**src/rtl/audvid_clock_color_i2s_if.sv**
```systemverilog
// Pin bundle for audvid_clock_color_i2s: colour decode, divided clocks and the I2S transmitter.
// The Mute input exists only when AUDVID_MUTE_EN is defined.
interface audvid_clock_color_i2s_if;
    logic [3:0]  ColorIn;
    logic [15:0] ColorOut;
    logic [31:0] InputData;
    logic        TFTCLK;
    logic        SDCLK;
    logic        I2S_CLK;
    logic        I2S_DATA;
    logic        I2S_WS;
    logic        SyncCLK;
`ifdef AUDVID_MUTE_EN
    logic        Mute;

    modport slave (
        input  ColorIn, InputData, Mute,
        output ColorOut, TFTCLK, SDCLK, I2S_CLK, I2S_DATA, I2S_WS, SyncCLK
    );
    modport master (
        output ColorIn, InputData, Mute,
        input  ColorOut, TFTCLK, SDCLK, I2S_CLK, I2S_DATA, I2S_WS, SyncCLK
    );
`else
    modport slave (
        input  ColorIn, InputData,
        output ColorOut, TFTCLK, SDCLK, I2S_CLK, I2S_DATA, I2S_WS, SyncCLK
    );
    modport master (
        output ColorIn, InputData,
        input  ColorOut, TFTCLK, SDCLK, I2S_CLK, I2S_DATA, I2S_WS, SyncCLK
    );
`endif
endinterface

```
**src/rtl/audvid_clock_color_i2s.sv**
```systemverilog
// Clock dividers (TFT, SD, I2S), 4-bit colour to RGB565 decode, and a 32-bit Philips I2S transmitter.
// ColorOut is combinational; all other outputs are registered; no backpressure. Option macro: AUDVID_MUTE_EN.
module audvid_clock_color_i2s #(
    parameter int unsigned I2S_DIV = 38,
    parameter int unsigned TFT_DIV = 8,
    parameter int unsigned SD_DIV  = 4
) (
    input  logic                        CLK,
    input  logic                        Reset,
    audvid_clock_color_i2s_if.slave     av_if
);
    localparam int IW = $clog2(I2S_DIV + 1);
    localparam int TW = $clog2(TFT_DIV + 1);
    localparam int SW = $clog2(SD_DIV + 1);

    logic [IW-1:0] r_i2s_cnt;
    logic [TW-1:0] r_tft_cnt;
    logic [SW-1:0] r_sd_cnt;
    logic          r_i2s_clk;
    logic          r_tft_clk;
    logic          r_sd_clk;
    logic          w_i2s_wrap;
    logic          w_tft_wrap;
    logic          w_sd_wrap;

    assign w_i2s_wrap = (r_i2s_cnt == IW'(I2S_DIV - 1));
    assign w_tft_wrap = (r_tft_cnt == TW'(TFT_DIV - 1));
    assign w_sd_wrap  = (r_sd_cnt  == SW'(SD_DIV - 1));

    always_ff @(posedge CLK or negedge Reset) begin
        if (!Reset) begin
            r_i2s_cnt <= '0;
            r_i2s_clk <= 1'b0;
        end else if (w_i2s_wrap) begin
            r_i2s_cnt <= '0;
            r_i2s_clk <= ~r_i2s_clk;
        end else begin
            r_i2s_cnt <= r_i2s_cnt + 1'b1;
        end
    end

    always_ff @(posedge CLK or negedge Reset) begin
        if (!Reset) begin
            r_tft_cnt <= '0;
            r_tft_clk <= 1'b0;
        end else if (w_tft_wrap) begin
            r_tft_cnt <= '0;
            r_tft_clk <= ~r_tft_clk;
        end else begin
            r_tft_cnt <= r_tft_cnt + 1'b1;
        end
    end

    always_ff @(posedge CLK or negedge Reset) begin
        if (!Reset) begin
            r_sd_cnt <= '0;
            r_sd_clk <= 1'b0;
        end else if (w_sd_wrap) begin
            r_sd_cnt <= '0;
            r_sd_clk <= ~r_sd_clk;
        end else begin
            r_sd_cnt <= r_sd_cnt + 1'b1;
        end
    end

    // I2S frame: everything moves on the bit-clock falling edge so data is stable at the receiver's rising edge.
    logic        w_fall;
    logic [4:0]  w_bit_nxt;
    logic [31:0] w_sample;
    logic [4:0]  r_bitcnt;
    logic [31:0] r_shift;
    logic        r_ws;
    logic        r_sync;

    assign w_fall    = w_i2s_wrap & r_i2s_clk;
    assign w_bit_nxt = r_bitcnt + 5'd1;

`ifdef AUDVID_MUTE_EN
    assign w_sample = av_if.Mute ? 32'h0 : av_if.InputData;
`else
    assign w_sample = av_if.InputData;
`endif

    always_ff @(posedge CLK or negedge Reset) begin
        if (!Reset) begin
            r_bitcnt <= 5'd31;
            r_shift  <= '0;
            r_ws     <= 1'b0;
            r_sync   <= 1'b0;
        end else if (w_fall) begin
            r_bitcnt <= w_bit_nxt;
            r_shift  <= (w_bit_nxt == 5'd0) ? w_sample : {r_shift[30:0], 1'b0};
            r_ws     <= (w_bit_nxt >= 5'd15) && (w_bit_nxt <= 5'd30);
            r_sync   <= (w_bit_nxt == 5'd0);
        end
    end

    // Channel intensity: {on, I} selects 0, 1/3, 2/3 or full scale.
    function automatic logic [4:0] lvl5(input logic on, input logic hi);
        logic [4:0] v;
        case ({on, hi})
            2'b00:   v = 5'd0;
            2'b01:   v = 5'd10;
            2'b10:   v = 5'd21;
            default: v = 5'd31;
        endcase
        return v;
    endfunction

    function automatic logic [5:0] lvl6(input logic on, input logic hi);
        logic [5:0] v;
        case ({on, hi})
            2'b00:   v = 6'd0;
            2'b01:   v = 6'd21;
            2'b10:   v = 6'd42;
            default: v = 6'd63;
        endcase
        return v;
    endfunction

    assign av_if.ColorOut = {lvl5(av_if.ColorIn[2], av_if.ColorIn[3]),
                             lvl6(av_if.ColorIn[1], av_if.ColorIn[3]),
                             lvl5(av_if.ColorIn[0], av_if.ColorIn[3])};
    assign av_if.TFTCLK   = r_tft_clk;
    assign av_if.SDCLK    = r_sd_clk;
    assign av_if.I2S_CLK  = r_i2s_clk;
    assign av_if.I2S_DATA = r_shift[31];
    assign av_if.I2S_WS   = r_ws;
    assign av_if.SyncCLK  = r_sync;

endmodule

```
**src/flat_wrapper.sv**
```systemverilog
// flat-port wrapper written by rule: the top's interface ports become plain ports
module audvid_clock_color_i2s_flat 
#(
    parameter int unsigned I2S_DIV = 38,
    parameter int unsigned TFT_DIV = 8,
    parameter int unsigned SD_DIV  = 4
)
  (CLK, Reset, av_if_ColorIn, av_if_InputData, av_if_ColorOut, av_if_TFTCLK, av_if_SDCLK, av_if_I2S_CLK, av_if_I2S_DATA, av_if_I2S_WS, av_if_SyncCLK);
  audvid_clock_color_i2s_if av_if_i ();
  input  logic CLK;
  input  logic Reset;
  input wire logic [$bits(av_if_i.ColorIn)-1:0] av_if_ColorIn;
  input wire logic [$bits(av_if_i.InputData)-1:0] av_if_InputData;
  output wire logic [$bits(av_if_i.ColorOut)-1:0] av_if_ColorOut;
  output wire logic [$bits(av_if_i.TFTCLK)-1:0] av_if_TFTCLK;
  output wire logic [$bits(av_if_i.SDCLK)-1:0] av_if_SDCLK;
  output wire logic [$bits(av_if_i.I2S_CLK)-1:0] av_if_I2S_CLK;
  output wire logic [$bits(av_if_i.I2S_DATA)-1:0] av_if_I2S_DATA;
  output wire logic [$bits(av_if_i.I2S_WS)-1:0] av_if_I2S_WS;
  output wire logic [$bits(av_if_i.SyncCLK)-1:0] av_if_SyncCLK;
  assign av_if_i.ColorIn = av_if_ColorIn;
  assign av_if_i.InputData = av_if_InputData;
  assign av_if_ColorOut = av_if_i.ColorOut;
  assign av_if_TFTCLK = av_if_i.TFTCLK;
  assign av_if_SDCLK = av_if_i.SDCLK;
  assign av_if_I2S_CLK = av_if_i.I2S_CLK;
  assign av_if_I2S_DATA = av_if_i.I2S_DATA;
  assign av_if_I2S_WS = av_if_i.I2S_WS;
  assign av_if_SyncCLK = av_if_i.SyncCLK;
  audvid_clock_color_i2s #(.I2S_DIV(I2S_DIV), .TFT_DIV(TFT_DIV), .SD_DIV(SD_DIV)) u_core (.CLK(CLK), .Reset(Reset), .av_if(av_if_i));
endmodule
```
**config.mk**
```make
export PLATFORM = sky130hd
export DESIGN_NAME = audvid_clock_color_i2s_flat
export DESIGN_NICKNAME = d
export VERILOG_FILES = /design/src/rtl/audvid_clock_color_i2s_if.sv /design/src/rtl/audvid_clock_color_i2s.sv /design/src/flat_wrapper.sv
export SDC_FILE = /design/constraint.sdc
export NUM_CORES = 1
export LEC_CHECK = 0
export CAP_MARGIN = 5
export CORE_MARGIN = 10
export CORE_UTILIZATION = 40
export CTS_CLUSTER_SIZE = 16
export DETAILED_ROUTE_END_ITERATION = 8
export PLACE_DENSITY_LB_ADDON = 0.12
export SLEW_MARGIN = 20
export SYNTH_ARGS = -nofsm -noshare
export SYNTH_HDL_FRONTEND = slang
export SYNTH_SLANG_ARGS = --single-unit
```
**constraint.sdc**
```tcl
create_clock -name CLK -period 2.55 [get_ports CLK]
set_input_delay 0.765 -clock CLK [delete_from_list [all_inputs] [get_ports CLK]]
set_output_delay 0.765 -clock CLK [all_outputs]
set_load 0.02 [all_outputs]
```
==> results_tabular.tex, run 1 <==
\begin{tabular}{lr}
\hline
Metric & Value \\
\hline
\multicolumn{2}{l}{\textbf{Min path}} \\
Class of the worst hold path & in2async \\
\multicolumn{2}{l}{\textbf{Setup path}} \\
Type of element capturing the critical path & flop \\
Crit path max-delay family & simple AND/OR/NAND/NOR gates \\
Worst endpoint data arrival time & 2.38 ns \\
Crit path max-delay cell type & and2\_1 \\
Combined buffer and inverter count along the critical path & 2 \\
Cells traversed along the worst timing path & inv\_1 -> ha\_1 -> nand3b\_4 -> nor3b\_4 -> and2\_1 -> buf\_4 -> nor2\_1 -> a21oi\_1 \\
Critical Path RT & 2.79 ns \\
Category of the critical setup timing path & reg2reg \\
Element type at the critical path start & flop \\
Top fanout value on the critical path & 21 \\
Largest stage delay on the critical path & 0.46 ns \\
\multicolumn{2}{l}{\textbf{Clock tree}} \\
TritonCTS clock tree & yes \\
Number of gates resized after cts & 0 \\
Number of buffers inserted to repair setup after CTS & 0 \\
Level count of the clock H-tree & 2 \\
Clk sinks & 55 \\
Maximum clock path buffer count & 2 \\
Post-cts hold buffer count & 0 \\
Clock Tree Root & clkbuf\_8 \\
Clock Pin Slew Worst Setup and Hold Paths & 0.10 ns \\
Clk\_lat worst skew & 0.31 ns \\
CTS buffer count & 5 \\
\multicolumn{2}{l}{\textbf{STA}} \\
Clock skew after layout & 0.009129 ns \\
RSZ-0062 raised after global routing & no \\
Time the worst path needs with I/O delays and setup & 2.147 ns \\
Share of the clock period used by the worst path & 84.21\% \\
Max Transition Viols Final & 0 \\
Worst-margin pin slew & 0.4667 ns \\
Final TNS setup & 0 ns \\
Number of hold-slack violations in the final timing report & 0 \\
Worst Hold Slack & 0.3875 ns \\
Highest clock frequency the design can meet & 465.7 MHz \\
Final setup vio count & 0 \\
Post-route worst setup slack & 0.4027 ns \\
Relative slew slack & 68.89\% \\
\multicolumn{2}{l}{\textbf{Global route}} \\
Initial antenna violation count & 0 \\
Grt ovf & 0 \\
GR Util All Layers & 11.03\% \\
Wire length of the first global-routing pass & 9.356 mm \\
Via count of the first global-routing pass & 1,955 \\
Largest net degree at the start of global routing & 33 \\
\multicolumn{2}{l}{\textbf{Yosys}} \\
Share of async-settable or async-resettable flops after synthesis & 100.0\% \\
Cell types with the highest counts after synthesis & 50 x dfrtp\_1, 42 x nand2\_1, 39 x nor2\_1, 34 x a21oi\_1, 32 x a21oi\_2 \\
Share of the synthesized area in the top cell type & 45.17\% \\
Post-synthesis sequential area ratio & 49.91\% \\
Ys flop type & dfrtp\_1 \\
Area leader, netlist & dfrtp\_1 \\
Most common cell in the synthesized netlist & dfrtp\_1 \\
Yosys warns & 0 \\
Number of library cell types mapped by synthesis & 32 \\
Number of enable-type register cells in the synthesized netlist & 0 \\
Flip-flop and latch count after synthesis & 55 \\
Avg Cell Area, Syn & 9.720 sq um \\
Synthesized netlist cell count & 285 \\
Mapped Nets & 331 \\
Combined area of all synthesized cells & 0.002770 sq mm \\
Main area contributors after synthesis & dfrtp\_1 45\%, a21oi\_2 10\%, a21oi\_1 6.1\% \\
\multicolumn{2}{l}{\textbf{Die}} \\
I/O Pins & 60 \\
Die Y & 103.2 microns \\
Die W & 103.2 microns \\
Num rows & 30 \\
Core region area & 0.006756 sq mm \\
Area of the die & 0.01065 sq mm \\
Initial standard-cell utilization of the core & 41.00\% \\
\multicolumn{2}{l}{\textbf{Final layout}} \\
ANT cells & 0 \\
Final non-filler cell total & 390 \\
Number of nets in the final layout & 355 \\
Fraction of final layout cells sized beyond drive strength 1 & 18.71\% \\
Area growth syn-to-layout & 16.31\% \\
\multicolumn{2}{l}{\textbf{Power and ir drop}} \\
Largest voltage drop on the vdd net & 0.1706 mV \\
Clock power share & 33.8\% \\
Leak pwr & 1.511 nW \\
Internal power summed over all cells & 1.112 mW \\
Proportion of power drawn by flip-flops and latches & 61.0\% \\
Switching part of the total & 22.28\% \\
Power density relative to cell area & 443.9 mW/mm\^{}2 \\
Proportion of power drawn by combinational gates & 5.2\% \\
Net switching power & 0.3186 mW \\
\multicolumn{2}{l}{\textbf{Detailed routing}} \\
Total met3 wirelength after detailed routing & 300 microns \\
DRC violations left & 0 \\
Via density per instance & 5.010 \\
Met1 routed wirelength after detailed routing & 2.607 mm \\
Detailed-route via count & 1,954 \\
Number of design-rule violations left by the first detailed-router iteration & 38 \\
Routed WL & 5.528 mm \\
Count of nets left with antenna violations after detail routing & 0 \\
Metal2 WL & 2.551 mm \\
Average wire per cell in the routed design & 14.17 microns \\
Number of search-and-repair iterations in the first detailed-routing pass & 4 \\
DR top layer & met4 \\
\multicolumn{2}{l}{\textbf{Outcome}} \\
Outcome & finished, final reports clean \\
\multicolumn{2}{l}{\textbf{Place}} \\
Final RePlAce weighted congestion & 0.7482 \\
Post-place setup slack & 0.3761 ns \\
Placed cell count & 382 \\
Number of input and output port buffers inserted & 39 \\
Hpwl dp & 3.760 mm \\
\multicolumn{2}{l}{\textbf{Flow run}} \\
Number of maximum-capacitance violations & 0 \\
\hline
\end{tabular}
## worst paths after layout
kind / slack, ns / to / cells past startpoint / startpoint
worst max register to register: 0.40 / u_core.r_shift[4] / 8 / u_core.r_i2s_cnt[1]
max in group asynchronous: 1.53 / u_core.r_bitcnt[2] / 2 / Reset
worst min-delay path: 0.39 / u_core.r_sd_cnt[0] / 1 / Reset
worst min register to register: 0.44 / u_core.r_sd_cnt[0] / 1 / u_core.r_sd_cnt[0]
worst max-delay path: 0.40 / u_core.r_shift[4] / 8 / u_core.r_i2s_cnt[1]
min in group CLK: 0.44 / u_core.r_sd_cnt[0] / 1 / u_core.r_sd_cnt[0]
## routing by layer
layer / vias up / track usage, %
met4: 0 / 3.529
li1: 979 / -
met3: 7 / 3.654
met5: - / 0
met2: 33 / 17.45
met1: 935 / 13.91
## flip-flops by register name, indices dropped and copies added, names as in the netlist, 3 cells and up
name and flops:
u_core.r_sd_cnt 3, u_core.r_shift 32, u_core.r_tft_cnt 4, u_core.r_i2s_cnt 6, u_core.r_bitcnt 5
## cell type report
type                            instances  area (sq um)
Tap cell                               80         100.1
Clock buffer                            5         68.82
Inverter                                5         18.77
Timing Repair Buffer                   47         457.9
Clock inverter                          3         20.02
Sequential cell                        55          1383
Fill cell                             647          3535
Multi-Input combinational cell        195          1174
## through the flow
step	power (mW)	instance area, sq um	util, %
global placement	0.9676	3133	46.37
detailed placement	0.9665	3133	46.37
floorplan	0.9233	2770	-
finish	1.430	3222	47.69
global route	1.497	3222	47.69
CTS	1.455	3222	47.69
## kinds of logic (layout without fill, tap and decap cells)
kind of cell,count (synthesis),count (layout),synth area share (%)
AND/OR/NAND/NOR,99,99,15.99
AO/OA/AOI/OAI,75,75,18.52
flip-flops,55,55,49.91
buffers and inverters,35,60,7.859
XOR/XNOR,13,13,4.110
adder cells (fa/ha/maj),8,8,3.614
## layout by cell type (no fill, tap or decap), types with 7 or more instances in the layout
cell type,n
clkdlybuf4s50_1,38
buf_4,7
xnor2_1,8
dfrtp_1,50
a21oi_2,33
ha_1,8
a21oi_1,33
nand2_1,42
nor2_1,39
## power by group through the flow
stage | combinational, mW | clock [mW] | sequential, mW
floorplan | 0.0343 | 0 | 0.889
global route | 0.0820 | 0.543 | 0.872
CTS | 0.0778 | 0.505 | 0.872
detailed placement | 0.0777 | 0 | 0.889
global placement | 0.0789 | 0 | 0.889
finish | 0.0751 | 0.483 | 0.872
No activity file was read; power rests on OpenSTA's default activity.
==> run 2, diff against run 1 <==
==> constraint.sdc (replaced) <==
create_clock -name CLK -period 2.17 [get_ports CLK]
set_input_delay 0.651 -clock CLK [delete_from_list [all_inputs] [get_ports CLK]]
set_output_delay 0.651 -clock CLK [all_outputs]
set_load 0.02 [all_outputs]
==> results_tabular.tex, run 2 (synthesis results as in run 1) <==
\begin{tabular}{lr}
\hline
Metric & Value \\
\hline
\multicolumn{2}{l}{\textbf{Clock tree}} \\
Maximum clock path buffer count & 2 (unchanged) \\
Level count of the clock H-tree & 2 (unchanged) \\
Clk sinks & 55 (unchanged) \\
Number of gates resized after cts & 0 (unchanged) \\
Clock Tree Root & clkbuf\_8 \\
CTS buffer count & 5 (unchanged) \\
Clock Pin Slew Worst Setup and Hold Paths & 0.11 ns (about the same) \\
Number of buffers inserted to repair setup after CTS & 0 (unchanged) \\
TritonCTS clock tree & yes \\
Post-cts hold buffer count & 0 (unchanged) \\
Clk\_lat worst skew & 0.32 ns (about the same) \\
\multicolumn{2}{l}{\textbf{Place}} \\
Final RePlAce weighted congestion & 0.7627 (+1.9\%) \\
Post-place setup slack & 0.2065 ns (-0.1696 ns) \\
Number of input and output port buffers inserted & 39 (unchanged) \\
Hpwl dp & 3.660 mm (-2.7\%) \\
\multicolumn{2}{l}{\textbf{Detailed routing}} \\
Via density per instance & 5.049 (+0.77\%) \\
Average wire per cell in the routed design & 14.15 microns (-0.14\%) \\
Number of design-rule violations left by the first detailed-router iteration & 72 (+89\%) \\
Count of nets left with antenna violations after detail routing & 0 (unchanged) \\
Detailed-route via count & 1,969 (+0.77\%) \\
DRC violations left & 0 (unchanged) \\
Number of search-and-repair iterations in the first detailed-routing pass & 4 (unchanged) \\
Routed WL & 5.520 mm (-0.14\%) \\
\multicolumn{2}{l}{\textbf{Setup path}} \\
Number of logic stages on the critical path including buffering & 1 (-7) \\
Type of element capturing the critical path & output pin \\
Number of cells on the worst reg-to-reg path & 7 (-1) \\
Element type at the critical path start & flop \\
Crit path max-delay cell type & clkdlybuf4s50\_1 \\
Crit path max-delay family & buffers and inverters \\
Worst endpoint data arrival time & 1.34 ns (-1.04 ns) \\
Category of the critical setup timing path & reg2out \\
Largest stage delay on the critical path & 0.63 ns (+0.17 ns) \\
Critical Path RT & 1.52 ns (-1.27 ns) \\
Top fanout value on the critical path & 4 (-81\%) \\
Cells traversed along the worst timing path & clkdlybuf4s50\_1 \\
Combined buffer and inverter count along the critical path & 1 (-1) \\
\multicolumn{2}{l}{\textbf{Die}} \\
Initial standard-cell utilization of the core & 41.00\% (unchanged) \\
Area of the die & 0.01065 sq mm (unchanged) \\
Die Y & 103.2 microns (unchanged) \\
I/O Pins & 60 (unchanged) \\
Die W & 103.2 microns (unchanged) \\
Core region area & 0.006756 sq mm (unchanged) \\
Num rows & 30 (unchanged) \\
\multicolumn{2}{l}{\textbf{Power and ir drop}} \\
Leak pwr & 1.525 nW (+0.93\%) \\
Largest voltage drop on the vdd net & 0.3260 mV (+91\%) \\
Power density relative to cell area & 531.0 mW/mm\^{}2 (+20\%) \\
\multicolumn{2}{l}{\textbf{Final layout}} \\
Fraction of final layout cells sized beyond drive strength 1 & 18.71\% (unchanged) \\
Number of nets in the final layout & 355 (unchanged) \\
Largest register by flop count & u\_core.r\_shift \\
Final standard cell utilization of the core & 48.06\% (+0.37 points) \\
ANT cells & 0 (unchanged) \\
Registers with the highest flip-flop counts & u\_core.r\_shift x32, u\_core.r\_i2s\_cnt x6, u\_core.r\_bitcnt x5 \\
Most common cell after layout, fill and taps aside & dfrtp\_1 \\
Largest register FFs & 32 (unchanged) \\
Area growth syn-to-layout & 17.21\% \\
Most frequent cells in the layout & 50 x dfrtp\_1, 42 x nand2\_1, 39 x nor2\_1 \\
\multicolumn{2}{l}{\textbf{Outcome}} \\
Outcome & finished, final reports clean \\
\multicolumn{2}{l}{\textbf{Global route}} \\
Via count of the first global-routing pass & 1,981 (+1.3\%) \\
Wire length of the first global-routing pass & 9.294 mm (-0.66\%) \\
Largest net degree at the start of global routing & 56 (+70\%) \\
Grt ovf & 0 (unchanged) \\
GR Util All Layers & 10.98\% (-0.054 points) \\
Initial antenna violation count & 0 (unchanged) \\
\multicolumn{2}{l}{\textbf{STA}} \\
Worst-margin pin slew & 0.4390 ns (-0.02770 ns) \\
Relative slew slack & 70.73\% (+1.8 points) \\
Post-route worst setup slack & 0.1774 ns (-0.2253 ns) \\
Share of the clock period used by the worst path & 91.82\% \\
Max Transition Viols Final & 0 (unchanged) \\
Final setup vio count & 0 (unchanged) \\
Number of hold-slack violations in the final timing report & 0 (unchanged) \\
Highest clock frequency the design can meet & 501.9 MHz \\
Time the worst path needs with I/O delays and setup & 1.993 ns \\
Clock skew after layout & 0.01347 ns (+0.004336 ns) \\
\multicolumn{2}{l}{\textbf{Min path}} \\
Class of the worst hold path & in2async \\
\multicolumn{2}{l}{\textbf{Flow run}} \\
Number of maximum-capacitance violations & 0 (unchanged) \\
\hline
\end{tabular}
## run 2: layout make-up
type	count	area, sq um
Tap cell	80	100.1
Fill cell	654	3510
Timing Repair Buffer	47	474.2
Clock inverter	3	28.78
Inverter	5	18.77
Multi-Input combinational cell	195	1174
Sequential cell	55	1383
Clock buffer	5	68.82
## run 2: routing by layer
layer	track usage, %	wire length [microns]	vias up
met1	13.87	2559	939
met4	3.850	58	0
met2	17.41	2590	43
met5	0	0	-
met3	3.322	312	6
li1	-	-	981
## run 2: path summary, 6_finish.rpt
| path | startpoint | to | slack, ns |
|---|---|---|---|
| max | u_core.av_if.I2S_CLK | av_if_I2S_CLK | 0.18 |
| min | Reset | u_core.av_if.SyncCLK | 0.31 |
| max reg2reg | u_core.r_bitcnt[0] | u_core.r_shift[3] | 0.19 |
| min reg2reg | u_core.r_sd_cnt[0] | u_core.r_sd_cnt[0] | 0.43 |
| max in group asynchronous | Reset | u_core.r_bitcnt[2] | 1.57 |
| min in group CLK | u_core.r_sd_cnt[0] | u_core.r_sd_cnt[0] | 0.43 |
## run 2: metrics by stage
stage                     power (mW)  area, sq um   TNS (ns)  instances  hold WS (ns)
after floorplan                1.085         2770          0        285        0.3554
after global placement         1.135         3146          0        382        0.4179
after detailed placement       1.133         3146          0        382        0.4220
after CTS                      1.753         3243          0        390        0.3182
after global routing           1.795         3247  -0.001942        390        0.3234
final                          1.724         3247          0        390        0.3083
## run 2: power breakdown
group          switching [mW]  internal [mW]
registers                   0           1.02
logic                  0.0306         0.0552
clock network           0.373          0.240
